File: src/rtl/spike_rate_decoder.sv
// Spike-to-rate decoder: counts spikes per channel over a programmable window,
// latches one rate frame per window and keeps a registered winner-take-all index.
// Optional build macro SPIKE_DEC_EMA_EN: latched rates become a running average (old+new)/2.
module spike_rate_decoder #(
  parameter int N_CH  = 8,
  parameter int CNT_W = 8,
  parameter int WIN_W = 8
) (
  input  logic                     clk,
  input  logic                     rst,
  input  logic                     en,
  input  logic [N_CH-1:0]          spike_in,
  input  logic [WIN_W-1:0]         win_len,
  input  logic [$clog2(N_CH)-1:0]  rate_sel,
  output logic [CNT_W-1:0]         rate_out,
  output logic                     frame_valid,
  output logic [$clog2(N_CH)-1:0]  winner,
  output logic                     winner_valid,
  output logic                     overflow
);

  localparam int SEL_W = $clog2(N_CH);
  localparam logic [CNT_W-1:0] CNT_MAX = '1;

  typedef enum logic {IDLE, COUNT} state_t;

  state_t           state, state_next;
  logic [WIN_W:0]   win_cnt, win_cnt_next, remaining;
  logic [CNT_W-1:0] ch_cnt   [N_CH];
  logic [CNT_W-1:0] latched  [N_CH];
  logic [CNT_W-1:0] new_cnt  [N_CH];
  logic [CNT_W-1:0] lat_next [N_CH];
  logic [N_CH-1:0]  sat_hit;
  logic             sat_acc;
  logic             last;
  logic [SEL_W-1:0] best_idx;
  logic [CNT_W-1:0] best_val;
`ifdef SPIKE_DEC_EMA_EN
  logic [CNT_W:0]   ema_sum;
`endif

  always_ff @(posedge clk) begin
    if (rst) state <= IDLE;
    else     state <= state_next;
  end

  // In IDLE the window length is taken straight from win_len so the first
  // enabled cycle both starts the window and is counted (no gap between windows).
  always_comb begin
    state_next   = state;
    win_cnt_next = win_cnt;
    last         = 1'b0;
    if (state == IDLE)
      remaining = (win_len == '0) ? {1'b1, {WIN_W{1'b0}}} : {1'b0, win_len};
    else
      remaining = win_cnt;
    if (en) begin
      if (remaining == (WIN_W+1)'(1)) begin
        last       = 1'b1;
        state_next = IDLE;
      end else begin
        state_next   = COUNT;
        win_cnt_next = remaining - (WIN_W+1)'(1);
      end
    end
  end

  always_comb begin
`ifdef SPIKE_DEC_EMA_EN
    ema_sum = '0;
`endif
    for (int unsigned i = 0; i < N_CH; i++) begin
      sat_hit[i] = spike_in[i] && (ch_cnt[i] == CNT_MAX);
      new_cnt[i] = sat_hit[i] ? CNT_MAX : ch_cnt[i] + CNT_W'(spike_in[i]);
`ifdef SPIKE_DEC_EMA_EN
      ema_sum     = {1'b0, latched[i]} + {1'b0, new_cnt[i]};
      lat_next[i] = ema_sum[CNT_W:1];
`else
      lat_next[i] = new_cnt[i];
`endif
    end
  end

  // Winner is computed from the values about to be latched so it lands with frame_valid.
  always_comb begin
    best_idx = '0;
    best_val = lat_next[0];
    for (int unsigned i = 1; i < N_CH; i++) begin
      if (lat_next[i] > best_val) begin
        best_val = lat_next[i];
        best_idx = SEL_W'(i);
      end
    end
  end

  always_ff @(posedge clk) begin
    if (rst) begin
      win_cnt      <= '0;
      sat_acc      <= 1'b0;
      frame_valid  <= 1'b0;
      winner       <= '0;
      winner_valid <= 1'b0;
      overflow     <= 1'b0;
      for (int unsigned i = 0; i < N_CH; i++) begin
        ch_cnt[i]  <= '0;
        latched[i] <= '0;
      end
    end else begin
      frame_valid <= last;
      if (en) begin
        win_cnt <= win_cnt_next;
        if (last) begin
          sat_acc      <= 1'b0;
          overflow     <= sat_acc | (|sat_hit);
          winner       <= best_idx;
          winner_valid <= (best_val != '0);
          for (int unsigned i = 0; i < N_CH; i++) begin
            ch_cnt[i]  <= '0;
            latched[i] <= lat_next[i];
          end
        end else begin
          sat_acc <= sat_acc | (|sat_hit);
          for (int unsigned i = 0; i < N_CH; i++)
            ch_cnt[i] <= new_cnt[i];
        end
      end
    end
  end

  assign rate_out = latched[rate_sel];

endmodule

File: config.mk
export PLATFORM = sky130hd
export DESIGN_NAME = spike_rate_decoder
export DESIGN_NICKNAME = d
export VERILOG_FILES = /design/src/rtl/spike_rate_decoder.sv
export SDC_FILE = /design/constraint.sdc
export NUM_CORES = 1
export LEC_CHECK = 0
export ABC_CLOCK_PERIOD_IN_PS = 14300
export CAP_MARGIN = 25
export CORE_AREA = 2 2 152 154
export CTS_BUF_LIST = sky130_fd_sc_hd__clkbuf_2 sky130_fd_sc_hd__clkbuf_4 sky130_fd_sc_hd__clkbuf_8
export DETAILED_ROUTE_END_ITERATION = 10
export DIE_AREA = 0 0 154 156
export DONT_BUFFER_PORTS = 1
export PLACE_DENSITY_LB_ADDON = 0.05
export SETUP_SLACK_MARGIN = 0.2
export SYNTH_ARGS = -nofsm -noshare
export SYNTH_HDL_FRONTEND = slang
export SYNTH_SLANG_ARGS = --single-unit
export TNS_END_PERCENT = 5
File: constraint.sdc
create_clock -name clk -period 14.3 [get_ports clk]
set_input_delay 0.715 -clock clk [delete_from_list [all_inputs] [get_ports clk]]
set_output_delay 0.715 -clock clk [all_outputs]
set_load 0.01 [all_outputs]
* Word level (Yosys, flattened, before mapping)
Memories as Yosys holds them, arrays and structs flattened.
Index checks and enable logic that the tools add are counted.
** Storage, ports and cells
- Register bits after elaboration :: 17
- Latch bits :: 0
- Memory bits (writable) :: 128
- Bits in read-only memories :: 0
- Bits of input ports :: 22
- Output and inout port bits :: 14
- Word-level logic and storage cells :: 135
- Memories kept :: 2
** Memory list
- ch_cnt :: depth 8, bits a word 8, rd ports 8, clocked after memory_dff 0, write ports 8, RTL line 29 : logic [CNT_W-1:0] ch_cnt [N_CH];
- latched :: depth 8, bits a word 8, rd ports 1, clocked after memory_dff 0, write ports 8, RTL line 30 : logic [CNT_W-1:0] latched [N_CH];
** Cells by class
- Add/subtract/negate cells :: 9
- Multipliers :: 0
- Divide/modulo/power cells :: 0
- Magnitude comparators :: 7
- Eq/ne operators :: 9
- Shift-type cells :: 0
- Mux-type cells :: 62
- Bitwise logic cells :: 26
- Reductions and logical operators :: 13
** Operators with widths (count)
- $mux W8 :: 39
- $add A8 B1 Y8 :: 8
- $eq A8 B8 Y1 const B :: 8
- $gt A8 B8 Y1 :: 7
- $or A1 B1 Y1 :: 25
- $mux W3 :: 6
- $mux W9 :: 2
- $mux W1 :: 15
- $eq A9 B1 Y1 const B :: 1
- $sub A9 B1 Y9 const B :: 1
- $logic_and A1 B1 Y1 :: 8
- $logic_not A8 Y1 :: 1
- $reduce_bool A8 Y1 :: 1
- $reduce_or A8 Y1 :: 1
- $reduce_and A2 Y1 :: 2
- $not A1 Y1 :: 1

* Longest topological paths before layout
Gate-level depths: netlist of the first run.
An unclocked memory read counts as a cell.
- Depth in word-level cells :: 19
- Gate-level depth with buffers :: 77
- Mapped depth without buffers :: 71

* Least setup slack after synthesis of the first run
No wires, ideal clock.
- Path kind :: input port to flip-flop
- Start :: in spike_in[1]
- End :: reg winner_valid
- Library setup time :: 0.074 ns
- Arrival time :: 13.501 ns
- Required time :: 14.226 ns
- Path slack :: 0.725 ns
- Stages :: 74
- Path buffers :: 5
- Cells stage by stage :: ha_1 ha_1 and3_1 o21ai_0 inv_1 ha_1 nand4_1 or2_2 a2111oi_4 a211o_1 buf_6 clkbuf_1 nor2_1 a21oi_1 ha_1 a21oi_1 o221ai_1 a21oi_1 (+38 left out) o21a_1 o21ai_0 nand2b_1 a21oi_1 o21ai_0 o21ai_1 inv_1 clkbuf_1 nor2_1 a21oi_1 ha_1 nand3_1 o22ai_1 o21bai_1 a22o_1 nor3_1 a211o_1 a31oi_1
** RTL lines
- from (decl) :: RTL line 12 : input logic [N_CH-1:0] spike_in,
- to (signal assigned) :: RTL line 116 : winner_valid <= (best_val != '0);
- to (decl) :: RTL line 18 : output logic winner_valid,

==> flow_summary_export.csv, run 1 <==
group,metric,value,unit
die,fp.dieH,156,um
die,fp.dieW,154,um
routing,vias_per_cell,5.52,
synthesis,yosysUniqueCellTypes,69,
synthesis,synth-seq-cells,145,
clock_network,clkSlewWorstSetupHoldPaths,0.09,ns
placed_design,gp_congestion,0.867,
synthesis,synth_edf_count,120,
setup_path,critPathKind,"register to register",
setup_path,end_kind,"register",
job,drv_cap,0,
setup_path,critPathLaunchType,"register",
setup_path,slowest_delay,0.42,ns
routing,wl_per_cell,18.8,um
power_and_ir_drop,vdd_ir_drop_max,0.106,mV
setup_path,path_common_cell,"ha_1",
timing,fin_hold_ws,0.312,ns
power_and_ir_drop,power,1430,uW
routing,drt_iter0_drc,400,
routing,route.vias.total,7284,
timing,fin_skew,0.0157,ns
placed_design,portBuffers,0,
outcome,status,"complete, no violations",
die,top_level_ports,36,
synthesis,syn-num-nets,1105,
timing,max_freq,75.2,MHz
routing,route.detailed.drc,0,
routing,first_pass_iters,5,
timing,setup_viol,0,
setup_path,required,14.69,ns
synthesis,synth-seq-area-share,0.422,
global_routing,grt_pass1_wl,38300,um
clock_network,cts_tree,"done",
timing,worst_slew_pin_slew,0.946,ns
clock_network,clock_path_buffers,2,
final_layout,drive_gt1_frac,0.127,
final_layout,fillers,2184,
synthesis,synthArstFlopShare,0,
clock_network,cts-root-buf,"clkbuf_8",
synthesis,synthFlopType,"edfxtp_1",
setup_path,crit_arrival,13.69,ns
die,core-area,22400,um^2
clock_network,cts_hold_buf,0,
clock_network,cts_buffers,17,
hold_path,min_path_type,"input port to register",
placed_design,dp_hpwl,18400,um
timing,fin_crit_sh,0.930,
synthesis,syn-instance-count,1014,
final_layout,syn_to_final_growth,8.61,%
clock_network,htreeDepth,4,
synthesis,synth_area,9730,um^2
die,dieArea,24000,um^2
global_routing,antenna_found_initial,0,
final_layout,n_antenna_cell,0,
setup_path,crit_fanout,10,
routing,drt.antenna.violating_nets,0,
synthesis,syn_area_per_cell,9.59,um^2
routing,totalWireLength,24800,um
setup_path,slowest_stage,"or3_1",
timing,drv_slew,0,
timing,period_needed,13.30,ns
die,core.rowCount,55,
global_routing,grt_max_degree,58,
final_layout,nets,1112,
global_routing,grt.total_usage,0.208,
timing,rsz0062_at_grt,"no",
final_layout,multi_input_area,5260,um^2
synthesis,yosysWarnings,0,
global_routing,grt_pass1_vias,6967,
clock_network,clock_latency,0.46,ns
die,start_util,0.435,
clock_network,cts_sinks,145,
global_routing,grt.overflow.total,0,
timing,hold_viol,0,
power_and_ir_drop,power_leakage,0.00440,uW
timing,relSlewSlack,0.370,
power_and_ir_drop,power.density,136,nW/um^2
final_layout,seq_area,4100,um^2
[what timing repair did]
action,4_1_cts,5_1_grt
endpoints found under the setup margin,0,4
buffers inserted,0,3
resized for setup,0,23
[critical path, delay by kind of cell, from the launching register on]
family,cells,cell delay [ns]
adders and majority gates,9,2.55
and+or+nand+nor,14,2.08
AOI/OAI and AO/OA,35,6.36
DFF,1,0.40
buffers and inverters,4,0.46
muxes,4,1.37
[Yosys cell counts, types with 13 or more instances]
cell	n	share of area
a21o_1	13	0.010
a21oi_1	55	0.028
and2_1	23	0.015
and3_1	14	0.0090
clkbuf_1	28	0.011
dfxtp_1	25	0.051
edfxtp_1	120	0.37
ha_1	69	0.089
inv_1	74	0.029
mux2_2	23	0.027
mux2i_1	18	0.019
mux4_2	16	0.037
nand2_1	56	0.022
nand3_1	53	0.027
nand4_1	17	0.011
nor2_1	189	0.073
o21ai_0	34	0.017
xnor2_1	17	0.015
xor2_1	23	0.021
[cells in the final DEF (no fill, tap or decap), types with 18 or more instances in the layout]
cell and n:
nor2_1 189, edfxtp_1 120, inv_1 72, ha_1 69
nand2_1 56, nand3_1 53, a21oi_1 52, o21ai_0 29
dfxtp_1 25, buf_4 24, xor2_1 23, and2_1 22
mux2_2 22, mux2i_1 18
[report_power, final]
part	switching (uW)	internal (uW)	leakage [uW]
clock network	174	145	0.000198
logic	353	267	0.00272
registers	16.5	480	0.00148
total	543	892	0.00440
[layout make-up]
| type | count | area share |
|---|---|---|
| flip-flops and latches | 145 | 0.388 |
| repair buffers | 24 | 0.0171 |
| repair inverters | 1 | 0.000711 |
| inverters | 74 | 0.0263 |
| clock inverters | 13 | 0.0121 |
| clock buffers | 19 | 0.0236 |
| multi-input cells | 758 | 0.498 |
| well taps | 285 | 0.0338 |
[worst paths after layout]
check,from,endpoint,slack [ns],cells past startpoint
max,ch_cnt[0][8],winner_valid,1.0,66
min,rst,ch_cnt[0][2],0.31,1
max reg2reg,ch_cnt[0][8],winner_valid,1.0,66
min reg2reg,sat_acc,sat_acc,0.48,2
[per-layer routing]
| layer | wire (um) | share of wire | global-route usage | vias up |
|---|---|---|---|---|
| met3 | 864 | 0.035 | 0.0397 | 25 |
| met1 | 11600 | 0.47 | 0.273 | 3472 |
| met4 | 399 | 0.016 | 0.0583 | 0 |
| li1 | - | - | - | 3661 |
| met2 | 11900 | 0.48 | 0.354 | 126 |
| met5 | 0 | 0 | 0 | - |
[sequential cells by signal, indices dropped and copies added, names as in the netlist]
name and flops:
ch_cnt 64, latched 64, win_cnt 9, winner 3
frame_valid 1, overflow 1, sat_acc 1, state 1
winner_valid 1
[through the flow]
step,setup WS (ns),TNS [ns],area (um^2),utilization,instances
final,0.997,0,10600,0.472,1319
after global routing,0.175,0,10600,0.472,1319
after CTS,0.209,0,10500,0.468,1313
after detailed placement,-0.0190,-0.0193,10100,0.451,1281
after global placement,0.141,0,10100,0.451,1281
after floorplan,0.725,0,9730,-,1014
[cell families after synthesis]
group           count (synthesis)  share of synthesized area
flops                         145                      0.422
buf+inv                       113                     0.0453
xor+xnor                       40                     0.0360
mux                            62                     0.0899
compound gates                164                      0.114
simple gates                  419                      0.202
fa+ha+maj                      71                     0.0908
(Power assumes the default switching activity.)
==> run 2, diff against run 1 <==
--- a/config.mk
+++ b/config.mk
@@ -5,12 +5,13 @@
 export SDC_FILE = /design/constraint.sdc
 export NUM_CORES = 1
 export LEC_CHECK = 0
+export ABC_AREA = 1
 export ABC_CLOCK_PERIOD_IN_PS = 14300
 export CAP_MARGIN = 25
-export CORE_AREA = 2 2 152 154
+export CORE_AREA = 2 2 144 146
 export CTS_BUF_LIST = sky130_fd_sc_hd__clkbuf_2 sky130_fd_sc_hd__clkbuf_4 sky130_fd_sc_hd__clkbuf_8
 export DETAILED_ROUTE_END_ITERATION = 10
-export DIE_AREA = 0 0 154 156
+export DIE_AREA = 0 0 146 148
 export DONT_BUFFER_PORTS = 1
 export PLACE_DENSITY_LB_ADDON = 0.05
 export SETUP_SLACK_MARGIN = 0.2
==> flow_summary_export.csv, run 2 <==
group,metric,value,unit
synthesis,yosysMostFrequentCell,"nor2_1",
die,top_level_ports,36,
timing,setup_viol,0,
final_layout,final_cell_mix,"255 x nor2_1, 224 x nand2_1, 137 x inv_1",
timing,hold_viol,0,
timing,tns,0,ns
global_routing,grt_pass1_wl,39200,um
final_layout,n_antenna_cell,0,
setup_path,critPathLaunchType,"register",
placed_design,dp_hpwl,18800,um
outcome,status,"complete, no violations",
setup_path,slowest_delay,0.42,ns
global_routing,antenna_found_initial,0,
timing,relSlewSlack,0.285,
timing,worst_slew_pin_slew,1.06,ns
clock_network,cts_resized,0,
placed_design,portBuffers,0,
power_and_ir_drop,power.density,156,nW/um^2
final_layout,multi_input_area,4740,um^2
synthesis,yosysTopAreaCell,"edfxtp_1",
power_and_ir_drop,power_leakage,0.00460,uW
routing,vias_per_cell,5.26,
clock_network,clock_latency,0.47,ns
synthesis,yosys-top-cells-count,"255 x nor2_1, 226 x nand2_1, 138 x inv_1, 120 x edfxtp_1, 83 x o21ai_0",
timing,fin_skew,0.0103,ns
routing,totalWireLength,24600,um
routing,route.detailed.drc,0,
synthesis,synth-seq-cells,145,
global_routing,grt.total_usage,0.234,
clock_network,cts_tree,"done",
clock_network,cts_sinks,145,
synthesis,synth_area,9500,um^2
synthesis,yosysUniqueCellTypes,43,
final_layout,final_area,10200,um^2
synthesis,yosysTopAreaCellShare,0.379,
clock_network,cts_buffers,17,
setup_path,slowest_stage,"nor3_1",
timing,fin_crit_sh,0.756,
timing,max_freq,92.4,MHz
synthesis,syn-num-nets,1301,
final_layout,fillers,2040,
setup_path,required,14.65,ns
synthesis,syn-instance-count,1210,
die,start_util,0.474,
setup_path,end_kind,"register",
clock_network,cts_hold_buf,0,
clock_network,post_cts_buffers,0,
placed_design,place_area,9770,um^2
die,core-area,20000,um^2
final_layout,syn_to_final_growth,7.26,%
die,fp.dieW,146,um
final_layout,nets,1295,
final_layout,drive_gt1_frac,0.0723,
timing,drv_slew,0,
die,dieArea,21600,um^2
synthesis,synth_area_leaders,"edfxtp_1 38%, nor2_1 10%, ha_1 9.1%",
setup_path,crit_arrival,11.17,ns
final_layout,seq_area,4100,um^2
global_routing,grt.overflow.total,0,
power_and_ir_drop,vdd_ir_drop_max,0.0790,mV
clock_network,clock_path_buffers,2,
global_routing,grt_max_degree,51,
synthesis,synthArstFlopShare,0,
clock_network,htreeDepth,4,
setup_path,path_common_cell,"nand2_1",
job,drv_cap,0,
routing,route.vias.total,7815,
synthesis,synthFlopType,"edfxtp_1",
timing,period_needed,10.82,ns
routing,drt_iter0_drc,583,
final_layout,final_common_cell,"nor2_1",
synthesis,synth_edf_count,120,
placed_design,gp_congestion,0.938,
synthesis,yosysWarnings,0,
final_layout,reg_top3,"ch_cnt: 64 flops, latched: 64 flops, win_cnt: 9 flops",
clock_network,cts-root-buf,"clkbuf_8",
clock_network,clkSlewWorstSetupHoldPaths,0.09,ns
routing,drt.antenna.violating_nets,0,
global_routing,grt_pass1_vias,7303,
setup_path,critPathKind,"register to register",
synthesis,syn_area_per_cell,7.85,um^2
setup_path,crit_fanout,18,
die,core.rowCount,52,
synthesis,synth-seq-area-share,0.432,
routing,wl_per_cell,16.5,um
die,fp.dieH,148,um
timing,rsz0062_at_grt,"no",
routing,first_pass_iters,5,
hold_path,min_path_type,"input port to register",
-- run 2: cell count changes in the layout (fill, tap and decap cells not counted), sizes merged, moves of 20 or more --
cell,previous run,this run
mux2,28,0
a21oi,55,35
o21ai,37,85
nand2,56,249
inv,79,148
nor2,189,257
-- run 2: kinds of logic after synthesis --
kind of cell / synth area share
fa+ha+maj: 0.0909
xor+xnor: 0.0295
simple gates: 0.287
flops: 0.432
buf+inv: 0.0698
compound gates: 0.0911
-- run 2: final timing paths --
path | startpoint | end | slack [ns] | cells after the start
min | rst | latched[7][1] | 0.44 | 1
max reg2reg | ch_cnt[0][8] | winner[1] | 3.48 | 62
min reg2reg | win_cnt[1] | win_cnt[1] | 0.48 | 2
max | ch_cnt[0][8] | winner[1] | 3.48 | 62
-- run 2: per-layer routing --
| metal | vias to the layer above | global-route usage | part of all wire |
|---|---|---|---|
| li1 | 3986 | - | - |
| met1 | 3620 | 0.340 | 0.49 |
| met2 | 189 | 0.369 | 0.45 |
| met3 | 20 | 0.0358 | 0.051 |
| met4 | 0 | 0.0553 | 0.011 |
| met5 | - | 0 | 0 |
-- run 2: layout make-up --
class | count | share of cell area
Inverter | 145 | 0.0534
Clock buffer | 18 | 0.0237
Sequential cell | 145 | 0.403
Timing Repair Buffer | 6 | 0.00442
Multi-Input combinational cell | 889 | 0.465
Clock inverter | 14 | 0.0176
Tap cell | 270 | 0.0332
-- run 2: worst max-delay path, delay by kind of cell, from the launching register on --
kind	cells	cell delay [ns]
AO/OA/AOI/OAI	15	2.44
adder cells (fa/ha/maj)	9	2.48
buffers and inverters	6	0.61
flip-flops	1	0.36
AND/OR/NAND/NOR	32	4.79
-- run 2: power by group --
part | leakage (uW) | switching [uW] | total, uW | internal, uW
combinational | 0.00290 | 492 | 751 | 260
sequential | 0.00149 | 13.1 | 492 | 479
clock | 0.000205 | 173 | 350 | 177
-- run 2: through the flow --
| step | setup WS [ns] | power (uW) | std cells | hold WS [ns] | util |
|---|---|---|---|---|---|
| after detailed placement | 3.19 | 1250 | 1455 | 0.467 | 0.488 |
| after floorplan | 3.91 | 1080 | 1210 | 0.429 | - |
| after global routing | 2.30 | 1730 | 1487 | 0.413 | 0.508 |
| final | 3.48 | 1590 | 1487 | 0.437 | 0.508 |
| after global placement | 3.33 | 1250 | 1455 | 0.462 | 0.488 |
| after CTS | 3.49 | 1600 | 1487 | 0.417 | 0.508 |
==> run 3, diff against run 2 <==
--- a/config.mk
+++ b/config.mk
@@ -6,7 +6,7 @@
 export NUM_CORES = 1
 export LEC_CHECK = 0
 export ABC_AREA = 1
-export ABC_CLOCK_PERIOD_IN_PS = 14300
+export ABC_CLOCK_PERIOD_IN_PS = 9400
 export CAP_MARGIN = 25
 export CORE_AREA = 2 2 144 146
 export CTS_BUF_LIST = sky130_fd_sc_hd__clkbuf_2 sky130_fd_sc_hd__clkbuf_4 sky130_fd_sc_hd__clkbuf_8
==> constraint.sdc (replaced) <==
create_clock -name clk -period 9.4 [get_ports clk]
set_input_delay 0.47 -clock clk [delete_from_list [all_inputs] [get_ports clk]]
set_output_delay 0.47 -clock clk [all_outputs]
set_load 0.01 [all_outputs]
==> flow_summary_export.csv, run 3 (synthesis results as in run 2) <==
group,metric,value,unit
die,fp.dieH,148,um
clock_network,cts_tree,"done",
timing,max_freq,103,MHz
routing,drt.antenna.violating_nets,0,
placed_design,portBuffers,0,
final_layout,reg_top3,"ch_cnt: 64 flops, latched: 64 flops, win_cnt: 9 flops",
global_routing,antenna_found_initial,0,
outcome,violations,"setup timing",
global_routing,grt.total_usage,0.243,
final_layout,post-route-util,0.607,
final_layout,drive_gt1_frac,0.266,
timing,fin_crit_sh,1.03,
clock_network,cts_buffers,17,
die,dieArea,21600,um^2
setup_path,slowest_delay,0.40,ns
outcome,status,"finished, violations left",
clock_network,clock_path_buffers,2,
timing,worst_slew_pin_slew,0.971,ns
timing,fin_skew,0.0137,ns
setup_path,crit_arrival,10.06,ns
clock_network,clkSlewWorstSetupHoldPaths,0.09,ns
timing,fin_hold_ws,0.213,ns
power_and_ir_drop,power_leakage,0.00527,uW
setup_path,critPathLaunchType,"register",
placed_design,dp_hpwl,19600,um
final_layout,seq_area,4100,um^2
final_layout,fillers,1797,
setup_path,end_kind,"register",
final_layout,multi_input_area,5790,um^2
die,top_level_ports,36,
timing,hold_viol,0,
setup_path,required,9.76,ns
global_routing,grt_max_degree,67,
final_layout,syn_to_final_growth,28.0,%
final_layout,final_cell_mix,"247 x nor2_1, 191 x nand2_1, 125 x inv_1",
routing,first_pass_iters,5,
timing,drv_slew,0,
setup_path,r2r_setup_slack,-0.30,ns
die,core-area,20000,um^2
hold_path,min_path_type,"input port to register",
routing,drt_iter0_drc,597,
clock_network,cts_hold_buf,0,
routing,totalWireLength,27700,um
power_and_ir_drop,power.density,299,nW/um^2
final_layout,final_common_cell,"nor2_1",
die,fp.dieW,146,um
setup_path,crit_fanout,8,
die,core.rowCount,52,
global_routing,grt_pass1_vias,7600,
placed_design,gp_congestion,0.926,
clock_network,cts-root-buf,"clkbuf_8",
job,drv_cap,0,
global_routing,grt.overflow.total,0,
routing,wl_per_cell,17.3,um
final_layout,nets,1411,
final_layout,n_antenna_cell,0,
timing,period_needed,9.70,ns
routing,route.detailed.drc,0,
die,start_util,0.474,
timing,relSlewSlack,0.347,
routing,vias_per_cell,5.32,
timing,setup_viol,4,
clock_network,htreeDepth,4,
timing,setup_ws,-0.304,ns
timing,rsz0062_at_grt,"yes",
setup_path,critPathKind,"register to register",
clock_network,cts_sinks,145,
clock_network,clock_latency,0.45,ns
global_routing,grt_pass1_wl,40700,um
setup_path,slowest_stage,"a211oi_2",
power_and_ir_drop,vdd_ir_drop_max,0.210,mV
routing,route.vias.total,8530,
placed_design,dp_slack,-0.279,ns
-- run 3: cell count changes in the layout (fill, tap and decap cells not counted), moves of 14 or more --
| cell | before | now |
|---|---|---|
| buf_4 | 6 | 100 |
| nand2_2 | 19 | 46 |
| nand2_1 | 224 | 191 |
| nand3_1 | 65 | 51 |
| ha_1 | 69 | 33 |
| o21ai_0 | 83 | 57 |
| ha_4 | 0 | 30 |
-- run 3: area by class of cell --
| type | count | area share |
|---|---|---|
| Multi-Input combinational cell | 895 | 0.476 |
| Tap cell | 270 | 0.0278 |
| Sequential cell | 145 | 0.337 |
| Clock inverter | 14 | 0.0142 |
| Inverter | 145 | 0.0454 |
| Clock buffer | 18 | 0.0199 |
| Timing Repair Buffer | 116 | 0.0790 |
-- run 3: path summary, 6_finish.rpt --
path / startpoint / end / cells past startpoint
max: ch_cnt[0][8] / winner_valid / 69
min: rst / latched[6][0] / 1
max reg2reg: ch_cnt[0][8] / winner_valid / 69
min reg2reg: win_cnt[0] / win_cnt[0] / 2
-- run 3: report_power, final --
part           switching, uW  internal (uW)  total [uW]  leakage, uW
sequential              20.8            729         749      0.00149
clock                    279            250         529     0.000206
combinational           1240           1120        2350      0.00357
total                   1540           2100        3630      0.00527
-- run 3: stage by stage --
step	setup TNS [ns]	power, uW	instances	instance area, um^2
3_5_place_dp	-0.914	2250	1533	10400
2_1_floorplan	0	1680	1210	9580
4_1_cts	0	2800	1565	10800
6_report	-1.09	3630	1603	12200
3_3_place_gp	-0.350	2250	1532	10400
5_1_grt	-3.16	3890	1603	12200
-- run 3: repair_timing --
item / 4_1_cts / 5_1_grt
resized for setup: 17 / 207
buffers inserted: 0 / 31
pin swaps: 1 / 111
gates cloned: 0 / 6
setup endpoints to repair: 4 / 4
-- run 3: routing by layer --
layer	share of wire	track usage	vias up
li1	-	-	4241
met1	0.48	0.363	4019
met2	0.45	0.366	239
met3	0.056	0.0373	31
met4	0.017	0.0689	0
met5	0	0	-
-- run 3: critical path, delay by kind of cell, from the launching register on --
kind                       cells  cell delay (ns)
buffers and inverters         11             1.26
DFF                            1             0.37
and+or+nand+nor               37             3.86
AOI/OAI and AO/OA             13             2.08
adders and majority gates      8             2.04
